## config.mk

```make
export PLATFORM = sky130hd
export DESIGN_NAME = router_out_ctrl
export DESIGN_NICKNAME = d
export VERILOG_FILES = /design/src/rtl/router_out_ctrl.sv
export SDC_FILE = /design/constraint.sdc
export NUM_CORES = 1
export LEC_CHECK = 0
export ABC_AREA = 1
export CORE_MARGIN = 8
export CORE_UTILIZATION = 53
export DETAILED_ROUTE_END_ITERATION = 7
export PLACE_DENSITY_LB_ADDON = 0.3
export SYNTH_ARGS = -nofsm -noshare
export SYNTH_HDL_FRONTEND = slang
export SYNTH_SLANG_ARGS = --single-unit
```

## constraint.sdc

```tcl
create_clock -name clock -period 2.7 [get_ports clock]
set_input_delay 0.54 -clock clock [delete_from_list [all_inputs] [get_ports clock]]
set_output_delay 0.54 -clock clock [all_outputs]
set_load 0.01 [all_outputs]
```

## src/rtl/router_out_ctrl.sv

```systemverilog
// router_out_ctrl: read side of one 1x3 router output port (FIFO drain, re-framing, stall flush).
// Parity checking is built only when ROUTER_OUT_PARITY_CHECK_EN is defined; otherwise parity_err is 0.
module router_out_ctrl #(
  parameter int TIMEOUT = 30
) (
  input  logic        clock,
  input  logic        reset,
  input  logic        fifo_empty,
  input  logic [7:0]  fifo_data,
  output logic        fifo_read_enb,
  output logic        fifo_soft_reset,
  output logic        out_valid,
  input  logic        out_ready,
  output logic [7:0]  out_data,
  output logic        out_sop,
  output logic        out_eop,
  output logic        parity_err,
  output logic        timeout_err,
  output logic [15:0] pkt_count,
  output logic [1:0]  debug_state
);

  // Handshake: a byte moves downstream in every cycle where out_valid && out_ready;
  // out_valid/out_data/out_sop/out_eop hold steady until that transfer, except on a stall flush.

  typedef enum logic [1:0] {
    S_HDR     = 2'd0,
    S_PAYLOAD = 2'd1,
    S_PARITY  = 2'd2
  } state_t;

  typedef struct packed {
`ifdef ROUTER_OUT_PARITY_CHECK_EN
    logic       perr;
`endif
    logic       sop;
    logic       eop;
    logic [7:0] data;
  } entry_t;

  state_t     state;
  logic [5:0] remaining;
  logic [1:0] occ;
  logic       inflight;
  entry_t     head_q;
  entry_t     tail_q;
  entry_t     cap_entry;
  logic [7:0] stall_cnt;
  logic       timeout_q;

  logic       pop;
  logic       capture;
  logic       stall;
  logic       stall_hit;
  logic [2:0] pending;
  logic [1:0] wr_slot;

`ifdef ROUTER_OUT_PARITY_CHECK_EN
  logic [7:0] run_par;
  logic       perr_pulse_q;
`endif

  assign out_valid       = (occ != 2'd0);
  assign out_data        = head_q.data;
  assign out_sop         = head_q.sop;
  assign out_eop         = head_q.eop;
  assign fifo_soft_reset = timeout_q;
  assign timeout_err     = timeout_q;
  assign debug_state     = state;

  assign pop     = out_valid && out_ready;
  assign capture = inflight;
  assign stall   = out_valid && !out_ready;
  assign stall_hit = stall && (stall_cnt == 8'(TIMEOUT - 1));

  // Entries the buffer will have to hold once this cycle's pop and any in-flight byte settle.
  assign pending = {1'b0, occ} + {2'b00, inflight} - {2'b00, pop};
  assign fifo_read_enb = !reset && !fifo_empty && !timeout_q && (pending < 3'd2);

  // Slot the captured byte lands in, after this cycle's pop has shifted the buffer.
  assign wr_slot = occ - {1'b0, pop};

  always_comb begin
    cap_entry      = '0;
    cap_entry.data = fifo_data;
    cap_entry.sop  = (state == S_HDR);
    cap_entry.eop  = (state == S_PARITY);
`ifdef ROUTER_OUT_PARITY_CHECK_EN
    cap_entry.perr = (state == S_PARITY) && (fifo_data != run_par);
`endif
  end

  always_ff @(posedge clock) begin
    if (reset) begin
      state     <= S_HDR;
      remaining <= 6'd0;
      occ       <= 2'd0;
      inflight  <= 1'b0;
      head_q    <= '0;
      tail_q    <= '0;
      stall_cnt <= 8'd0;
      timeout_q <= 1'b0;
      pkt_count <= 16'd0;
    end else begin
      timeout_q <= stall_hit;
      if (pop && head_q.eop) begin
        pkt_count <= pkt_count + 16'd1;
      end
      if (stall_hit) begin
        // Flush: drop buffered bytes and the byte returning next cycle, restart framing.
        state     <= S_HDR;
        remaining <= 6'd0;
        occ       <= 2'd0;
        inflight  <= 1'b0;
        head_q    <= '0;
        tail_q    <= '0;
        stall_cnt <= 8'd0;
      end else begin
        inflight  <= fifo_read_enb;
        stall_cnt <= stall ? (stall_cnt + 8'd1) : 8'd0;
        occ       <= occ - {1'b0, pop} + {1'b0, capture};
        if (pop) begin
          head_q <= tail_q;
        end
        if (capture) begin
          if (wr_slot == 2'd0) begin
            head_q <= cap_entry;
          end else begin
            tail_q <= cap_entry;
          end
          case (state)
            S_HDR: begin
              remaining <= fifo_data[7:2];
              state     <= (fifo_data[7:2] != 6'd0) ? S_PAYLOAD : S_PARITY;
            end
            S_PAYLOAD: begin
              remaining <= remaining - 6'd1;
              if (remaining == 6'd1) begin
                state <= S_PARITY;
              end
            end
            default: begin
              state <= S_HDR;
            end
          endcase
        end
      end
    end
  end

`ifdef ROUTER_OUT_PARITY_CHECK_EN
  always_ff @(posedge clock) begin
    if (reset) begin
      run_par      <= 8'h00;
      perr_pulse_q <= 1'b0;
    end else begin
      perr_pulse_q <= pop && head_q.eop && head_q.perr;
      if (capture && !stall_hit) begin
        if (state == S_HDR) begin
          run_par <= fifo_data;
        end else if (state == S_PAYLOAD) begin
          run_par <= run_par ^ fifo_data;
        end
      end
    end
  end
  assign parity_err = perr_pulse_q;
`else
  assign parity_err = 1'b0;
`endif

endmodule

```

# Word-level counts from Yosys, hierarchy flattened
# Cells that the tools add are included.
# W data, S select, Z words.
# classes
n_addsub	7
n_lt_le_gt_ge	1
eq_ne	5
mux	7
bitwise_logic	2
reduce_logical	21
# op_table
cell	count
$mux W10	3
$add A16 B1 Y16 const B	1
$pmux W6 S2	1
$add A8 B1 Y8 const B	1
$eq A8 B5 Y1 const B	1
$logic_and A1 B1 Y1	7
$eq A6 B1 Y1 const B	1
$reduce_and A2 Y1	3
$reduce_bool A6 Y1	1
$sub A6 B1 Y6 const B	1
$logic_not A1 Y1	4
$logic_not A2 Y1	2
$mux W2	2
$pmux W2 S2	1
$reduce_bool A2 Y1	2
$add A2 B1 Y3	1
$lt A3 B2 Y1 const B	1
$reduce_or A3 Y1	1
$sub A3 B1 Y3	1
$add A2 B1 Y2	1
$eq A2 B1 Y1 const B	1
$eq A2 B2 Y1 const B	1
$ne A2 B2 Y1 const B	1
$not A1 Y1	2
other kinds (2)	2
# totals
reg_bits	56
inputBits	12
output_inout_bits	33
elab_cells	56

# Logic depth before layout (Yosys ltp)
# depth
depth_word	6
ltp_mapped	11
depth_no_buf	10

# Least setup slack after synthesis
# Ideal clock, no wire load.
# synth_timing
kind	register to output
start	register occ[1]
end	output port fifo_read_enb
arrival_time_ns	1.796
required_time_ns	2.160
setup_slack_ns	0.364
path_stages_with_launch	10
path_buffers	1
cell_sequence	dfxtp_1 > inv_2 > nand2_4 > nand2_4 > buf_2 > nor2_1 > o21ai_0 > fa_1 > nand3b_1 > nor2_1
# synth_between
elab_chain_cells	5
elab_cells_between_ends	6
classes_between	add/sub: 2; order compare: 1; reduce/logical: 3
# synth_rtl
item	line	rtl
from (decl)	43	logic [1:0] occ;
from (signal assigned)	121	occ <= occ - {1'b0, pop} + {1'b0, capture};
$reduce_bool A2 Y1	63	assign out_valid = (occ != 2'd0);
named net out_valid	12	output logic out_valid,
$logic_and A1 B1 Y1	71	assign pop = out_valid && out_ready;
$sub A3 B1 Y3	77	assign pending = {1'b0, occ} + {2'b00, inflight} - {2'b00, pop};
$lt A3 B2 Y1	78	assign fifo_read_enb = !reset && !fifo_empty && !timeout_q && (pending < 3'd2);
$logic_and A1 B1 Y1	78	
to (decl)	10	output logic fifo_read_enb,
# The timed path passes the listed nets, and every way through them passes these cells.

# Worst setup path in the final report
# layout_timing
start	input port out_ready
end	output port fifo_read_enb
# layout_between
elab_chain_cells	4
# layout_rtl
item	line	rtl
from (decl)	13	input logic out_ready,
$logic_and A1 B1 Y1	71	
$sub A3 B1 Y3	77	
$lt A3 B2 Y1	78	
$logic_and A1 B1 Y1	78	
# Every way passes these cells.

==> impl_metrics.yaml <==
global_routing:
  grt.overflow.total: 0
  grt_pass1_wl_um: 10800
  antenna_found_initial: 0
  grt_pass1_vias: 2453
  grt_usage: 0.170
  grt_start_max_net_pins: 27
routing:
  dr_wl_met3_um: 307
  routed.top_layer: "met4"
  first_pass_iters: 4
  via_count: 2614
  wl_met2_um: 3060
  viasPerCell: 5.06
  drt-initial-drc-count: 158
  wl_met1_um: 2790
  drc: 0
  ant_nets: 0
  wl_per_cell_um: 12.0
  wl_um: 6210
place:
  portBuffers: 43
  dp_worst_setup_slack_ns: -0.473
  gp_congestion: 0.851
  dp_hpwl_um: 4650
  dp_cells: 510
critical_path:
  cp_max_fo: 3
  critPathLaunchType: "primary input"
  crit_end: "fifo_read_enb"
  end_kind: "output pin"
  critPathLaunch: "out_ready"
  r2r_setup_slack_ns: 1.05
  critPathArrivalTime_ns: 2.05
  crit_type: "primary input to output pin"
  crit_required_ns: 2.16
  r2r_start: "occ[0]"
  worstRegToRegCells: 8
  reg2reg_to: "capture"
timing:
  fin_ws_ns: 0.110
  setup_tns_ns: 0
  drv_slew: 0
  hold_viol: 0
  min_period_over_period: 0.959
  clock_skew_ns: 0.00293
  holdWs_ns: 0.468
  layout_min_cycle_time_ns: 2.59
  fmax_mhz: 386
  final-setup-viol-count: 0
  rsz0062_at_grt: "false"
logic_synthesis:
  synth.avg_cell_area_sq_um: 6.90
  synthCells: 401
  synth-async-reset-ratio: 0
  ys.flop_type: "dfxtp_1"
  ys_warn_count: 0
  ys_seq_elements: 56
  syn-num-nets: 420
  synth_seq_area_share: 0.405
  synth_edf_count: 0
  yosysUniqueCellTypes: 35
  syn_area_sq_um: 2770
power:
  p_int_mw: 1.29
  irDropWorstVdd_mv: 0.345
  p_sw_frac: 0.229
  p_comb_frac: 0.108
  power.leakage_nw: 1.31
  seqPwrFrac: 0.514
  powerDensity_nw_per_um2: 492
  power_frac_clock: 0.379
  p_switching_mw: 0.383
clocking:
  clock_path_buffers: 2
  cts.root.buffer_cell: "clkbuf_8"
  numCtsBuffers: 5
  cts_sinks: 56
  clock_latency_ns: 0.31
  clk_pin_slew_ns: 0.10
  cts_tree: "yes"
  h-tree-depth: 2
finish:
  layout-drive-gt1-share: 0.0850
  layout.cells.non_filler: 517
  fin_nets: 466
  syn2layout_area_growth_pct: 22.9
  antenna_cells: 0
hold_path:
  hold_path.class: "register to register"
  worstHoldStart: "tail_q[5]"
die:
  initial_core_util: 0.545
  core_area_sq_um: 5070
  die_x_um: 88.3
  ioPinCount: 45
  die_y_um: 88.3
  dieArea_sq_um: 7790
  rows: 26
flow_run:
  max_cap_violations: 0
status:
  outcome: "completed"
metrics by stage:
step | power [mW] | instance area (sq um) | util
floorplan | 0.984 | 2770 | -
global placement | 1.05 | 3270 | 0.644
detailed placement | 1.06 | 3270 | 0.644
CTS | 1.68 | 3400 | 0.670
global route | 1.74 | 3400 | 0.670
finish | 1.67 | 3400 | 0.670
cells in the mapped netlist, types with 2 or more instances:
| cell | instances | area, sq um |
|---|---|---|
| buf_4 | 2 | 15.0 |
| o21ai_1 | 6 | 30.0 |
| xor2_1 | 4 | 35.0 |
| nand3_1 | 19 | 95.1 |
| or2_2 | 2 | 12.5 |
| nor3_1 | 7 | 35.0 |
| inv_1 | 32 | 120 |
| nor2_2 | 2 | 12.5 |
| buf_6 | 2 | 22.5 |
| o211a_1 | 2 | 20.0 |
| o21ai_0 | 17 | 85.1 |
| nand2_2 | 2 | 12.5 |
| a21oi_1 | 37 | 185 |
| nand2_1 | 112 | 420 |
| buf_2 | 7 | 35.0 |
| nor2_4 | 3 | 33.8 |
| ha_1 | 6 | 75.1 |
| nand2_4 | 3 | 33.8 |
| dfxtp_1 | 56 | 1120 |
| nand4_1 | 2 | 12.5 |
| xnor2_1 | 3 | 26.3 |
| nor2_1 | 58 | 218 |
| inv_2 | 5 | 18.8 |
routing by layer:
metal / vias up / GRT usage
li1: 1363 / -
met1: 1193 / 0.206
met2: 50 / 0.297
met3: 8 / 0.0371
met4: 0 / 0.0399
met5: - / 0
power by group through the flow:
stage | clock network, mW | logic, mW | registers (mW)
after detailed placement | 0 | 0.179 | 0.878
final | 0.633 | 0.180 | 0.859
after global routing | 0.672 | 0.203 | 0.863
after floorplan | 0 | 0.104 | 0.880
after global placement | 0 | 0.176 | 0.877
after CTS | 0.644 | 0.180 | 0.859
area by class of cell:
class                           count  area, sq um
Timing Repair Buffer               51          490
Fill cell                         476         1670
Sequential cell                    56         1120
Clock buffer                        5         68.8
Multi-Input combinational cell    295         1430
Inverter                           38          143
Tap cell                           70         87.6
Clock inverter                      2         60.1
logic make-up (layout without fill, tap and decap cells):
logic type / after synthesis / in the layout / synth area share
buffers and inverters: 50 / 96 / 0.0791
AND/OR/NAND/NOR: 214 / 214 / 0.331
XOR/XNOR: 7 / 7 / 0.0222
AO/OA/AOI/OAI: 66 / 66 / 0.127
flip-flops: 56 / 56 / 0.405
other: 1 / 1 / 0.00135
adder cells (fa/ha/maj): 7 / 7 / 0.0344
layout by cell type, fill, tap and decap left out, types with 4 or more instances in the layout:
| master | count |
|---|---|
| nor3_1 | 7 |
| inv_2 | 5 |
| xor2_1 | 4 |
| nand3_1 | 19 |
| inv_1 | 32 |
| o21ai_0 | 17 |
| clkbuf_8 | 5 |
| o21ai_1 | 6 |
| dfxtp_1 | 53 |
| ha_1 | 6 |
| clkdlybuf4s50_1 | 41 |
| buf_4 | 8 |
| a21oi_1 | 37 |
| nor2_1 | 58 |
| nand2_1 | 112 |
registers in the layout, indices dropped and copies added (netlist names):
signal           count
pkt_count           16
tail_q              10
out_data             8
stall_cnt            8
remaining            6
debug_state          2
occ                  2
capture              1
fifo_soft_reset      1
out_eop              1
out_sop              1
repair_timing:
item / 4_1_cts / 5_1_grt
cloned: 0 / 0
hold buffers: 0 / 0
pin swaps: 0 / 0
setup endpoints to repair: 1 / 1
setup buffers: 0 / 0
resized for setup: 4 / 3
how the worst min path moves through the flow:
stage                    to  slack [ns]  depth (start not counted)
3_3_place_gp      tail_q[0]        0.45                          2
2_1_floorplan  stall_cnt[0]        0.43                          1
3_5_place_dp      tail_q[4]        0.45                          2
4_1_cts           tail_q[4]        0.47                          2
5_1_grt           tail_q[5]        0.49                          2
6_report          tail_q[5]        0.47                          2
critical path: stages:
cell and delay, ns:
dlygate4sd2_1 0.27, nand2_4 0.07, nor2_1 0.12, o21ai_0 0.13
fa_1 0.50, nand3b_1 0.10, nor2_1 0.10, clkdlybuf4s15_2 0.23
Note: power is estimated with default switching activity, not from simulation.
